File: config.mk
export PLATFORM = sky130hd
export DESIGN_NAME = uart_trx_top
export DESIGN_NICKNAME = d
export VERILOG_FILES = /design/src/rtl/uart_pkg.sv /design/src/rtl/uart_rx_core.sv /design/src/rtl/uart_trx_top.sv
export SDC_FILE = /design/constraint.sdc
export NUM_CORES = 1
export LEC_CHECK = 0
export ABC_AREA = 1
export CORE_ASPECT_RATIO = 1.2
export CORE_MARGIN = 3
export CORE_UTILIZATION = 40
export CTS_CLUSTER_SIZE = 25
export DETAILED_ROUTE_END_ITERATION = 10
export SYNTH_ARGS = -nofsm -noshare
export SYNTH_HDL_FRONTEND = slang
export SYNTH_HIERARCHICAL = 1
export SYNTH_SLANG_ARGS = --single-unit
export TNS_END_PERCENT = 10
File: constraint.sdc
create_clock -name CLK100MHZ -period 2.4 [get_ports CLK100MHZ]
set_input_delay 0.24 -clock CLK100MHZ [delete_from_list [all_inputs] [get_ports CLK100MHZ]]
set_output_delay 0.24 -clock CLK100MHZ [all_outputs]
set_load 0.005 [all_outputs]
File: src/rtl/uart_pkg.sv
// Shared UART frame definitions: frame-state encoding, data width and the parity rule
// used by both the transmitter and the receiver.
package uart_pkg;

  localparam int DATA_BITS = 8;

  typedef enum logic [2:0] {
    IDLE,
    START,
    DATA,
    PARITY,
    STOP
  } frame_state_t;

  // mode = 1 gives odd parity (data + parity carries an odd number of ones).
  function automatic logic parity_bit(input logic [DATA_BITS-1:0] data, input logic mode);
    return (^data) ^ mode;
  endfunction

endpackage

File: src/rtl/uart_rx_core.sv
// UART receiver: line synchronizer, frame FSM sampling at bit centres, and the
// received-byte / error registers. state_dbg exposes the FSM state.
module uart_rx_core
  import uart_pkg::*;
#(
  parameter int BIT_CYCLES  = 5208,
  parameter int PARITY_MODE = 1
) (
  input  logic                 clk,
  input  logic                 rst,
  input  logic                 rxd,
  output logic [DATA_BITS-1:0] data,
  output logic                 err,
  output logic [2:0]           state_dbg
);

  localparam int         CNT_W    = $clog2(BIT_CYCLES);
  localparam int         HALF     = BIT_CYCLES / 2;
  localparam logic [2:0] LAST_IDX = 3'(DATA_BITS - 1);
  localparam logic       MODE     = (PARITY_MODE != 0);

  frame_state_t         state, state_next;
  logic                 rxd_meta, line, armed, par_rx;
  logic [CNT_W-1:0]     cnt;
  logic [2:0]           idx;
  logic [DATA_BITS-1:0] shift;
  logic                 half_tick, bit_tick, sample;

  assign half_tick = (cnt == CNT_W'(HALF - 1));
  assign bit_tick  = (cnt == CNT_W'(BIT_CYCLES - 1));
  assign sample    = (state == START) ? half_tick : bit_tick;
  assign state_dbg = state;

  // Idle line is high, so the synchronizer resets to 1 to avoid a false start.
  always_ff @(posedge clk or posedge rst) begin
    if (rst) begin
      rxd_meta <= 1'b1;
      line     <= 1'b1;
    end else begin
      rxd_meta <= rxd;
      line     <= rxd_meta;
    end
  end

  always_ff @(posedge clk or posedge rst) begin
    if (rst) state <= IDLE;
    else     state <= state_next;
  end

  always_comb begin
    state_next = state;
    unique case (state)
      IDLE:    if (armed && !line) state_next = START;
      START:   if (half_tick) state_next = line ? IDLE : DATA;
      DATA:    if (bit_tick && idx == LAST_IDX) state_next = PARITY;
      PARITY:  if (bit_tick) state_next = STOP;
      STOP:    if (bit_tick) state_next = IDLE;
      default: state_next = IDLE;
    endcase
  end

  // armed stays low after a frame with a low stop bit until the line is seen high again.
  always_ff @(posedge clk or posedge rst) begin
    if (rst) begin
      cnt    <= '0;
      idx    <= '0;
      shift  <= '0;
      par_rx <= 1'b0;
      data   <= '0;
      err    <= 1'b0;
      armed  <= 1'b1;
    end else begin
      if (line) armed <= 1'b1;
      if (state == IDLE) begin
        cnt <= '0;
        idx <= '0;
      end else if (sample) begin
        cnt <= '0;
        case (state)
          DATA: begin
            shift <= {line, shift[DATA_BITS-1:1]};
            idx   <= idx + 3'd1;
          end
          PARITY: par_rx <= line;
          STOP: begin
            data <= shift;
            err  <= (par_rx != parity_bit(shift, MODE)) || !line;
            if (!line) armed <= 1'b0;
          end
          default: ;
        endcase
      end else begin
        cnt <= cnt + CNT_W'(1);
      end
    end
  end

endmodule

File: src/rtl/uart_trx_top.sv
// Board-level UART loopback: debounced centre button sends SW as one parity-protected
// frame; the receiver shows the last byte, busy flags and receive error on LEDs.
module uart_trx_top
  import uart_pkg::*;
#(
  parameter int CLK_FREQ        = 100000000,
  parameter int BAUD_RATE       = 19200,
  parameter int PARITY_MODE     = 1,
  parameter int DEBOUNCE_CYCLES = CLK_FREQ / 1000
) (
  input  logic        CLK100MHZ,
  input  logic        CPU_RESETN,
  input  logic [7:0]  SW,
  input  logic        BTNC,
  input  logic        UART_TXD_IN,
  output logic        UART_RXD_OUT,
  output logic [15:0] LED,
  output logic        LED16_B,
  output logic        LED17_R,
  output logic        LED17_G
);

  localparam int         BIT_CYCLES = CLK_FREQ / BAUD_RATE;
  localparam int         CNT_W      = $clog2(BIT_CYCLES);
  localparam int         DB_W       = $clog2(DEBOUNCE_CYCLES + 1);
  localparam logic [2:0] LAST_IDX   = 3'(DATA_BITS - 1);
  localparam logic       MODE       = (PARITY_MODE != 0);

  logic clk, rst;
  assign clk = CLK100MHZ;
  assign rst = CPU_RESETN;

  logic            btn_meta, btn_sync, db_level, db_prev, send_pulse;
  logic [DB_W-1:0] db_cnt;

  always_ff @(posedge clk or posedge rst) begin
    if (rst) begin
      btn_meta <= 1'b0;
      btn_sync <= 1'b0;
      db_level <= 1'b0;
      db_prev  <= 1'b0;
      db_cnt   <= '0;
    end else begin
      btn_meta <= BTNC;
      btn_sync <= btn_meta;
      db_prev  <= db_level;
      if (btn_sync == db_level) begin
        db_cnt <= '0;
      end else if (db_cnt == DB_W'(DEBOUNCE_CYCLES - 1)) begin
        db_level <= btn_sync;
        db_cnt   <= '0;
      end else begin
        db_cnt <= db_cnt + DB_W'(1);
      end
    end
  end

  assign send_pulse = db_level & ~db_prev;

  frame_state_t         tx_state, tx_next;
  logic [CNT_W-1:0]     tx_cnt;
  logic [2:0]           tx_idx;
  logic [DATA_BITS-1:0] tx_shift;
  logic                 tx_par, tx_tick, tx_line;

  assign tx_tick = (tx_cnt == CNT_W'(BIT_CYCLES - 1));

  always_ff @(posedge clk or posedge rst) begin
    if (rst) tx_state <= IDLE;
    else     tx_state <= tx_next;
  end

  // Send pulses outside IDLE are ignored: the FSM only looks at them in IDLE.
  always_comb begin
    tx_next = tx_state;
    tx_line = 1'b1;
    unique case (tx_state)
      IDLE:   if (send_pulse) tx_next = START;
      START: begin
        tx_line = 1'b0;
        if (tx_tick) tx_next = DATA;
      end
      DATA: begin
        tx_line = tx_shift[0];
        if (tx_tick && tx_idx == LAST_IDX) tx_next = PARITY;
      end
      PARITY: begin
        tx_line = tx_par;
        if (tx_tick) tx_next = STOP;
      end
      STOP:    if (tx_tick) tx_next = IDLE;
      default: tx_next = IDLE;
    endcase
  end

  always_ff @(posedge clk or posedge rst) begin
    if (rst) begin
      tx_cnt   <= '0;
      tx_idx   <= '0;
      tx_shift <= '0;
      tx_par   <= 1'b0;
    end else if (tx_state == IDLE) begin
      tx_cnt <= '0;
      tx_idx <= '0;
      if (send_pulse) begin
        tx_shift <= SW;
        tx_par   <= parity_bit(SW, MODE);
      end
    end else if (tx_tick) begin
      tx_cnt <= '0;
      if (tx_state == DATA) begin
        tx_shift <= tx_shift >> 1;
        tx_idx   <= tx_idx + 3'd1;
      end
    end else begin
      tx_cnt <= tx_cnt + CNT_W'(1);
    end
  end

  assign UART_RXD_OUT = tx_line;
  assign LED16_B      = (tx_state != IDLE);

  logic [DATA_BITS-1:0] rx_data;
  logic                 rx_err;
  logic [2:0]           rx_state_dbg;

  uart_rx_core #(
    .BIT_CYCLES  (BIT_CYCLES),
    .PARITY_MODE (PARITY_MODE)
  ) u_rx (
    .clk       (clk),
    .rst       (rst),
    .rxd       (UART_TXD_IN),
    .data      (rx_data),
    .err       (rx_err),
    .state_dbg (rx_state_dbg)
  );

  assign LED     = {rx_data, SW};
  assign LED17_R = (rx_state_dbg != IDLE);
  assign LED17_G = rx_err;

endmodule

* Yosys cells after proc, flatten, opt, wreduce, memory -nomap -nowiden
Index checks and enable logic that the tools add are counted.
Storage, ports and cells: input port bits 12, word-level logic and storage cells 118, bits in registers 89, output and inout port bits 20
Operators by class: reduce and logical (&&, ||, !) cells 25, equality and inequality tests 26, muxes and demuxes 36, add/sub/neg operators 5, bitwise gates (word level) 6
Operators by type and width (count):
- 13-bit 2-to-1 mux | 4
- 3-bit 2-to-1 mux | 16
- 17-bit 2-to-1 mux | 2
- 8-bit 2-to-1 mux | 4
- 3-bit case mux with 5 select lines | 2
- 13-bit by 1-bit adder with 13-bit output, second input constant | 2
- 13-bit == test, second input constant | 2
- 17-bit by 1-bit adder with 17-bit output, second input constant | 1
- 17-bit == test, second input constant | 1
- 8-bit XOR reduction | 2
- 13-bit by 12-bit == test with 1-bit output, second input constant | 1
- 3-bit by 2-bit == test with 1-bit output, second input constant | 4
- 3-bit == test, second input constant | 4
- 3-bit AND reduction | 4
- 2-bit by 1-bit != test with 1-bit output, second input constant | 5
- 2-bit != test, second input constant | 5
- 5-bit AND reduction | 2
- 2-bit AND reduction | 4
- 2-bit nonzero test | 4
- 3-bit by 1-bit adder with 3-bit output, second input constant | 2
- 3-bit by 1-bit == test with 1-bit output, second input constant | 2
- 3-bit logical NOT | 2
- 1-bit 2-to-1 mux | 6
- 3-bit nonzero test | 2
- 9 further kinds | 15

* Logic depth before layout (Yosys ltp)
Gate-level depths: netlist of run 1.
depth after elaboration 5, gate-level depth with buffers 12, gate-level depth less buffers 12

* Modules after synthesis
The synthesis of run 1 kept the hierarchy.
Modules (own cells, without submodules):
- uart_trx_top | area each 2761.4 µm², cells each 349, times used 1
- uart_rx_core | area each 2054.5 µm², cells each 270, times used 1

* Worst setup path before layout of run 1
OpenSTA, ideal clock, no wires.
path type flip-flop to flip-flop, start point reg u_rx.cnt[0], end point reg u_rx.data[0], buffers on the path 1, clock period less this slack 1.539 ns, slack 0.861 ns, stages on the path, launching flop included 12, arrival time 1.416 ns, data required time 2.277 ns, cells stage by stage dfrtp_1 ha_1 nand2_2 inv_2 nand2_2 nor2_2 nand2_2 nand2_2 nand2_4 buf_6 o21ai_0 nand2_1
On the way: word-level cells in the longest chain between the ends 3
Ends and longest elaborated chain:
- start, declared | line uart_rx_core.sv:24 | logic [CNT_W-1:0] cnt;
- start signal, assigned | line uart_rx_core.sv:93 | cnt <= cnt + CNT_W'(1);
- 13-bit == test or 13-bit by 12-bit == test with 1-bit output (tied branches) | line uart_rx_core.sv:30, uart_rx_core.sv:29
- 1-bit 2-to-1 mux * | line uart_rx_core.sv:31 | assign sample = (state == START) ? half_tick : bit_tick;
- 3-bit AND reduction (no source line) *
- end signal, assigned | line uart_rx_core.sv:86 | data <= shift;
- end, declared | line uart_rx_core.sv:12 | output logic [DATA_BITS-1:0] data,
Every way passes the cells marked *; elsewhere a longest branch is shown, timed or not. A chain may end at the register's enable or synchronous reset.

* Worst setup path in the final report of run 1
start point reg tx_state[2], end point out UART_RXD_OUT
On the way: word-level cells in the longest chain between the ends 2
Ends and longest elaborated chain:
- start, declared | line uart_trx_top.sv:60 | frame_state_t tx_state, tx_next;
- start signal, assigned | line uart_trx_top.sv:70 | else tx_state <= tx_next;
- 3-bit by 2-bit == test with 1-bit output or 3-bit by 1-bit == test with 1-bit output (tied branches) | line uart_trx_top.sv:77 | unique case (tx_state)
- 1-bit case mux with 3 select lines * | line uart_trx_top.sv:77
- end, declared | line uart_trx_top.sv:16 | output logic UART_RXD_OUT,
Marked as above.

==> flow_summary.rst, run 1 <==
.. list-table::
   :header-rows: 1

   * - Metric
     - Value
   * - Die height
     - ~130 um
   * - Async SR Flop Fraction
     - between 90% and 100%
   * - Post-CTS Hold Buffers
     - 0
   * - Leading area contributor after synthesis
     - sky130_fd_sc_hd__dfrtp_1
   * - DRC violation count after routing
     - 0
   * - Via count of the first global-routing pass
     - roughly 3.7k
   * - Leakage power of the design
     - approximately 2.5 nW
   * - Register clock-pin slew on the reported worst setup and hold paths
     - approximately 70 ps
   * - Total Negative Setup Slacks
     - 0 ps
   * - Xor/xnor cell area share of the yosys netlist
     - under 10%
   * - Cell with the largest stage delay on the worst path
     - sky130_fd_sc_hd__clkdlybuf4s50_1
   * - Minimum hold slack
     - 283 ps
   * - Global routing usage summed across all routing layers
     - around 15%
   * - Seq. cell area
     - 2230 um^2
   * - Number of DRC markers in iteration 0
     - about 170
   * - Port buffer count
     - 31
   * - Launch instance of the worst register-to-register path
     - u_rx/cnt[0]
   * - Unrepaired setup endpoints after global routing
     - false
   * - Pin count of the biggest net entering global routing
     - 31
   * - Mean instance size in the synthesized netlist
     - ~7.8 um^2
   * - Number of nets in the synthesized netlist
     - 638
   * - Initial core utilization
     - 41.2%
   * - Peak ir drop on the vdd network
     - 0.413 mV
   * - Post-cts sizing count
     - 0
   * - First-pass GRT wire length
     - roughly 17 mm
   * - Total of endpoints with negative setup slack in the final report
     - 0
   * - Combined area of the multi-input logic cells
     - approximately 2200 um^2
   * - Capturing element type of the critical path
     - output pin
   * - Sequential area share after synthesis
     - 46.3%
   * - Global placer's final weighted congestion
     - just under 0.9
   * - Die Area
     - approximately 13000 um^2
   * - Post-synthesis instance area
     - about 4800 um^2
   * - Max clock buf depth
     - 2
   * - Final count of hold timing violations
     - 0
   * - Die width
     - around 110 um
   * - Type of the setup path with the least slack
     - flop to output pin
   * - Cell row count
     - between 40 and 50
   * - Core ar.
     - around 12000 um^2
   * - Share of synthesized area spent on multiplexers
     - under 10%
   * - Crit share post-route
     - ~91%
   * - Longest individual stage delay on the worst path
     - approximately 500 ps
   * - Portion of synthesized cell area occupied by the leading cell type
     - approximately 45%
   * - TritonCTS buffer count
     - 9
   * - Status
     - finished clean
   * - Kind of cell with the highest combined delay on the critical path
     - buffers and inverters
   * - Ratio of total power to cell area
     - between 600 and 700 nW/um^2
   * - Arrival time reported for the critical path endpoint
     - a little under 2000 ps
   * - Most area-consuming cells after synthesis
     - sky130_fd_sc_hd__dfrtp_1 (45%), sky130_fd_sc_hd__nand2_1 (13%), sky130_fd_sc_hd__nor2_1 (6.7%)
   * - Most common cell after layout, fill and taps aside
     - sky130_fd_sc_hd__nand2_1
   * - Clock period minus final worst setup slack
     - ~2200 ps
   * - Primary FF master, synth
     - sky130_fd_sc_hd__dfrtp_1
   * - Fillcell total
     - between 1k and 1.5k
   * - Warnings from Yosys
     - 6
   * - CTS H-Tree Depth
     - 3
   * - Compound-Gate Fraction of Synth Area
     - 6.34%
   * - Number of primary I/O pins
     - 32
   * - Combined buffer and inverter count along the critical path
     - 2
   * - Post-Synth Adder-Cell Area
     - 1.82%
   * - Register bit count reported by yosys
     - 89
   * - Commonest cells after routing, fill and taps aside
     - sky130_fd_sc_hd__nand2_1 (172), sky130_fd_sc_hd__nor2_1 (86), sky130_fd_sc_hd__dfrtp_1 (86)
   * - Data required, critical path
     - 2160 ps
   * - Synth Instances
     - approximately 620
   * - Reg2Reg Capture Point
     - u_rx/idx[2]
   * - Distinct cell type count after synthesis
     - 32
   * - Launch point of the worst path
     - tx_state[2]
   * - Drt via density
     - 4.77
   * - Power Total
     - 3.73 mW
   * - Cell repeated most along the worst path
     - sky130_fd_sc_hd__nand2_1
   * - Post-synthesis share of cell area spent on and, or, nand and nor gates
     - between 30% and 40%
   * - Critical path peak fanout
     - 6
   * - Main combinational cell family by area after synthesis
     - simple AND/OR/NAND/NOR gates
   * - Max-slew violation count
     - 0
   * - Clock insertion delay at the later pin of the skew report
     - 340 ps
   * - Total congestion overflow after global routing
     - 0
   * - Placed instance count
     - 796
   * - Hold Crit Class
     - primary input to async pin
   * - Normalized max-slew margin
     - around three fifths
   * - Final net count
     - roughly 670
   * - Estimated wirelength of the detail-placed design
     - about 7.2 mm
   * - First-pass detailed-route iteration total
     - 6
   * - Startpoint type of the worst setup path
     - flop
   * - CTS tree
     - built
   * - Path length in cells of the critical path
     - 6
   * - Layout Utilization
     - between 40% and 50%
   * - Setup slack on the worst flop-to-flop path
     - roughly 580 ps
   * - Number of antenna violations at the first check in global routing
     - 0
   * - Sink count of the clock tree
     - between 80 and 90
   * - Post-synth EDFFs
     - 0
   * - Transition time of the tightest slew-check pin
     - 593 ps
   * - Antenna Diode Count
     - 0
   * - R2R depth
     - 12
   * - WL final
     - 9.44 mm
   * - Post-detailed-route wirelength per cell
     - 11.6 um
   * - Highest clock frequency the design can meet
     - 458 MHz
   * - Post-DRT Antenna Nets
     - 0
   * - Via count of the routed design
     - slightly below 4k
   * - Final setup skew
     - between 8 and 9 ps
   * - Count of max-cap constraint violations
     - 0
   * - Post-route non-filler standard cell count
     - between 800 and 900
   * - Fraction of layout cells with a size suffix above 1
     - 7.94%
   * - Synth-to-Final Area Change
     - 14.9%
   * - Root Driver
     - sky130_fd_sc_hd__clkbuf_16
   * - Cells along the critical path
     - inv_1 -> nand2_1 -> nor2_1 -> nand2_1 -> nand3_1 -> clkdlybuf4s50_1
   * - Number of post-CTS setup repair buffers
     - 0
[metrics by stage]
stage / setup slack (ps) / area, um^2
after floorplan: 861 / 4820
after global placement: 629 / 5250
after detailed placement: 572 / 5250
after CTS: 210 / 5530
after global routing: 11.1 / 5530
final: 216 / 5530
[worst max path at each step]
stage                         endpoint  slack, ps
after floorplan           u_rx/data[0]        860
after global placement    UART_RXD_OUT        630
after detailed placement   u_rx/idx[0]        570
after CTS                 UART_RXD_OUT        210
after global routing      UART_RXD_OUT         10
final                     UART_RXD_OUT        220
[flip-flops by register name, indices dropped and copies added (netlist names)]
| signal | flops |
|---|---|
| btn_meta | 1 |
| tx_shift | 8 |
| u_rx/line | 1 |
| u_rx/par_rx | 1 |
| u_rx/shift | 8 |
| u_rx/err | 1 |
| btn_sync | 1 |
| tx_state | 3 |
| db_level | 1 |
| u_rx/rxd_meta | 1 |
| db_cnt | 17 |
| u_rx/cnt | 13 |
| u_rx/state_dbg | 3 |
| db_prev | 1 |
| tx_par | 1 |
| u_rx/idx | 3 |
| tx_cnt | 13 |
| u_rx/armed | 1 |
| tx_idx | 3 |
| u_rx/data | 8 |
[area by class of cell]
class / count / share of cell area, %
Clock inverter: 7 / 0.973
Timing Repair Buffer: 35 / 6.38
Inverter: 74 / 5.02
Sequential cell: 89 / 40.3
Clock buffer: 9 / 4.07
Multi-Input combinational cell: 441 / 39.7
Tap cell: 157 / 3.55
[cells by family (layout without fill, tap and decap cells)]
family	Yosys count	after routing
XOR/XNOR	22	22
buffers and inverters	89	125
flip-flops	89	89
AND/OR/NAND/NOR	351	351
adder cells (fa/ha/maj)	7	7
AO/OA/AOI/OAI	54	54
multiplexers	7	7
[Yosys cell counts, types with 8 or more instances]
cell type	count
sky130_fd_sc_hd__nand2_1	172
sky130_fd_sc_hd__xor2_1	17
sky130_fd_sc_hd__nor2_1	86
sky130_fd_sc_hd__nor3_1	19
sky130_fd_sc_hd__nand4_1	13
sky130_fd_sc_hd__o21ai_2	8
sky130_fd_sc_hd__inv_1	73
sky130_fd_sc_hd__dfrtp_1	86
sky130_fd_sc_hd__o21ai_0	32
sky130_fd_sc_hd__buf_4	8
sky130_fd_sc_hd__nand3_1	39
sky130_fd_sc_hd__a21oi_1	12
[power breakdown]
part | switching, mW | internal (mW) | total, mW
logic | 0.459 | 0.273 | 0.732
clock network | 0.603 | 0.710 | 1.31
registers | 0.0852 | 1.60 | 1.68
[metal layers]
layer  global-route usage [%]  vias to the layer above  wire length (um)
li1                         -                     2016                 -
met5                        0                        -                 0
met3                     3.28                       10               301
met1                     19.6                     1800              4440
met4                     4.57                        0               138
met2                     25.3                       49              4560
Note: power is estimated with default switching activity, not from simulation.
==> run 2, diff against run 1 <==
Settings changed: SKIP_LAST_GASP from default to 1.
==> results of run 2 <==
Same layout as run 1: the final DEF is identical, and so are final timing and power.
==> run 3, diff against run 2 <==
Settings changed: CORE_ASPECT_RATIO 1.2 to default, SLEW_MARGIN from default to 10.
==> run 3 against run 2 <==
Power up 1.3%; clock power up 3%; highest routed layer unchanged; combinational power up 2%; critical path depth unchanged; clock skew down 0.71 ps; final area down 0.48%; largest power group unchanged; maximum frequency down 2.2%.
==> flow_summary.rst, run 3 (synthesis gave the netlist of run 1 again) <==
.. list-table::
   :header-rows: 1

   * - Metric
     - Value
   * - Status
     - finished clean
   * - WL final
     - 9.30 mm
   * - Commonest cells after routing, fill and taps aside
     - sky130_fd_sc_hd__nand2_1 (172), sky130_fd_sc_hd__nor2_1 (86), sky130_fd_sc_hd__dfrtp_1 (86)
   * - Capturing element type of the critical path
     - output pin
   * - Highest clock frequency the design can meet
     - between 400 and 500 MHz
   * - Post-DRT Antenna Nets
     - 0
   * - Sink count of the clock tree
     - 89
   * - Pre-CTS WS
     - 567 ps
   * - Critical path peak fanout
     - 6
   * - Antenna Diode Count
     - 0
   * - Clock insertion delay at the later pin of the skew report
     - roughly 340 ps
   * - Number of primary I/O pins
     - 32
   * - Via count of the routed design
     - 3868
   * - Total congestion overflow after global routing
     - 0
   * - Post-cts sizing count
     - 0
   * - First-pass GRT wire length
     - ~16 mm
   * - Count of max-cap constraint violations
     - 0
   * - Global placer's final weighted congestion
     - between 0.8 and 0.9
   * - Initial core utilization
     - about 41%
   * - Clock period minus final worst setup slack
     - between 2000 and 2500 ps
   * - Final setup skew
     - between 7 and 8 ps
   * - Register clock-pin slew on the reported worst setup and hold paths
     - 60 ps
   * - DRC violation count after routing
     - 0
   * - Launch instance of the worst register-to-register path
     - u_rx/cnt[0]
   * - CTS H-Tree Depth
     - 3
   * - Post-detailed-route wirelength per cell
     - about 12 um
   * - Drt via density
     - between 4 and 5
   * - Setup slack on the worst flop-to-flop path
     - roughly 640 ps
   * - TritonCTS buffer count
     - 9
   * - Crit share post-route
     - between 90% and 100%
   * - Data required, critical path
     - about 2200 ps
   * - Peak ir drop on the vdd network
     - between 0.6 and 0.7 mV
   * - Setup ws final
     - about 170 ps
   * - Number of DRC markers in iteration 0
     - ~240
   * - Pin count of the biggest net entering global routing
     - 41
   * - Die height
     - approximately 120 um
   * - Max clock buf depth
     - 2
   * - Unrepaired setup endpoints after global routing
     - false
   * - Hold Crit Class
     - primary input to async pin
   * - Synth-to-Final Area Change
     - 14.3%
   * - First-pass detailed-route iteration total
     - 4
   * - Registers with the most flip-flops
     - db_cnt: 17 flops, tx_cnt: 13 flops, u_rx/cnt: 13 flops
   * - Arrival time reported for the critical path endpoint
     - 1990 ps
   * - Non-Filler Cell Area, Final
     - about 5500 um^2
   * - Max reg flops
     - 17
   * - Core ar.
     - about 12000 um^2
   * - Startpoint type of the worst setup path
     - flop
   * - Fillcell total
     - 1161
   * - Final count of hold timing violations
     - 0
   * - Cell row count
     - 39
   * - Global routing usage summed across all routing layers
     - roughly 15%
   * - Port buffer count
     - 31
   * - Die width
     - roughly 120 um
   * - Root Driver
     - sky130_fd_sc_hd__clkbuf_16
   * - Total Negative Setup Slacks
     - 0 ps
   * - Number of antenna violations at the first check in global routing
     - 0
   * - Fraction of layout cells with a size suffix above 1
     - 7.33%
   * - Number of post-CTS setup repair buffers
     - 0
   * - Via count of the first global-routing pass
     - 3781
   * - Transition time of the tightest slew-check pin
     - slightly below 500 ps
   * - CTS tree
     - built
   * - Largest reg by FF count
     - db_cnt
   * - Most common cell after layout, fill and taps aside
     - sky130_fd_sc_hd__nand2_1
   * - Final net count
     - between 600 and 700
   * - Total of endpoints with negative setup slack in the final report
     - 0
   * - Ratio of total power to cell area
     - a little under 700 nW/um^2
   * - Normalized max-slew margin
     - 66.9%
   * - Type of the setup path with the least slack
     - flop to output pin
   * - Reg2Reg Capture Point
     - u_rx/shift[0]
   * - R2R depth
     - 11
   * - DP Area
     - 5220 um^2
   * - Die Area
     - 13400 um^2
   * - Post-CTS Hold Buffers
     - 0
   * - Max-slew violation count
     - 0
   * - Estimated wirelength of the detail-placed design
     - around 6.9 mm
   * - Leakage power of the design
     - 2.53 nW
-- run 3: how the worst max path moves through the flow --
stage	startpoint	to	slack, ps	cells after the start
floorplan	u_rx/cnt[0]	u_rx/data[0]	860	11
global placement	tx_state[2]	UART_RXD_OUT	640	6
detailed placement	tx_state[2]	UART_RXD_OUT	570	6
CTS	tx_state[2]	UART_RXD_OUT	180	6
global route	tx_state[2]	UART_RXD_OUT	20	6
finish	tx_state[2]	UART_RXD_OUT	170	6
-- run 3: worst max-delay path, cell delays in order (launching register included) --
cell and delay (ps):
sky130_fd_sc_hd__dfrtp_1 440, sky130_fd_sc_hd__inv_1 140, sky130_fd_sc_hd__nand2_1 100, sky130_fd_sc_hd__nor2_1 300, sky130_fd_sc_hd__nand2_1 100, sky130_fd_sc_hd__nand3_1 80, sky130_fd_sc_hd__clkdlybuf4s50_1 500
-- run 3: metrics by stage --
stage	std cells	utilization, %	power (mW)	hold WS, ps
after floorplan	619	-	2.23	244
after global placement	782	45.0	2.44	334
after detailed placement	782	45.0	2.45	335
after CTS	798	47.4	3.83	245
after global routing	798	47.4	4.01	270
final	798	47.4	3.78	232
-- run 3: routing by layer --
metal / track usage, % / vias up / wire length [um]
met5: 0 / - / 0
met4: 4.64 / 0 / 143
met3: 3.29 / 13 / 245
met2: 24.8 / 57 / 4430
met1: 19.5 / 1782 / 4480
li1: - / 2016 / -
-- run 3: cell type report --
cell class / instances / area [um^2] / share of cell area (%)
clock inverter: 3 / 42.5 / 0.773
multi-input combinational: 441 / 2190 / 39.9
timing repair buffer: 35 / 340 / 6.18
sequential: 89 / 2230 / 40.5
inverter: 74 / 278 / 5.05
clock buffer: 13 / 240 / 4.36
tap: 143 / 179 / 3.25
-- run 3: power breakdown --
group | switching (mW) | total [mW] | internal (mW)
Clock | 0.544 | 1.35 | 0.806
Combinational | 0.474 | 0.746 | 0.272
Sequential | 0.0819 | 1.68 | 1.60
Total | 1.10 | 3.78 | 2.68
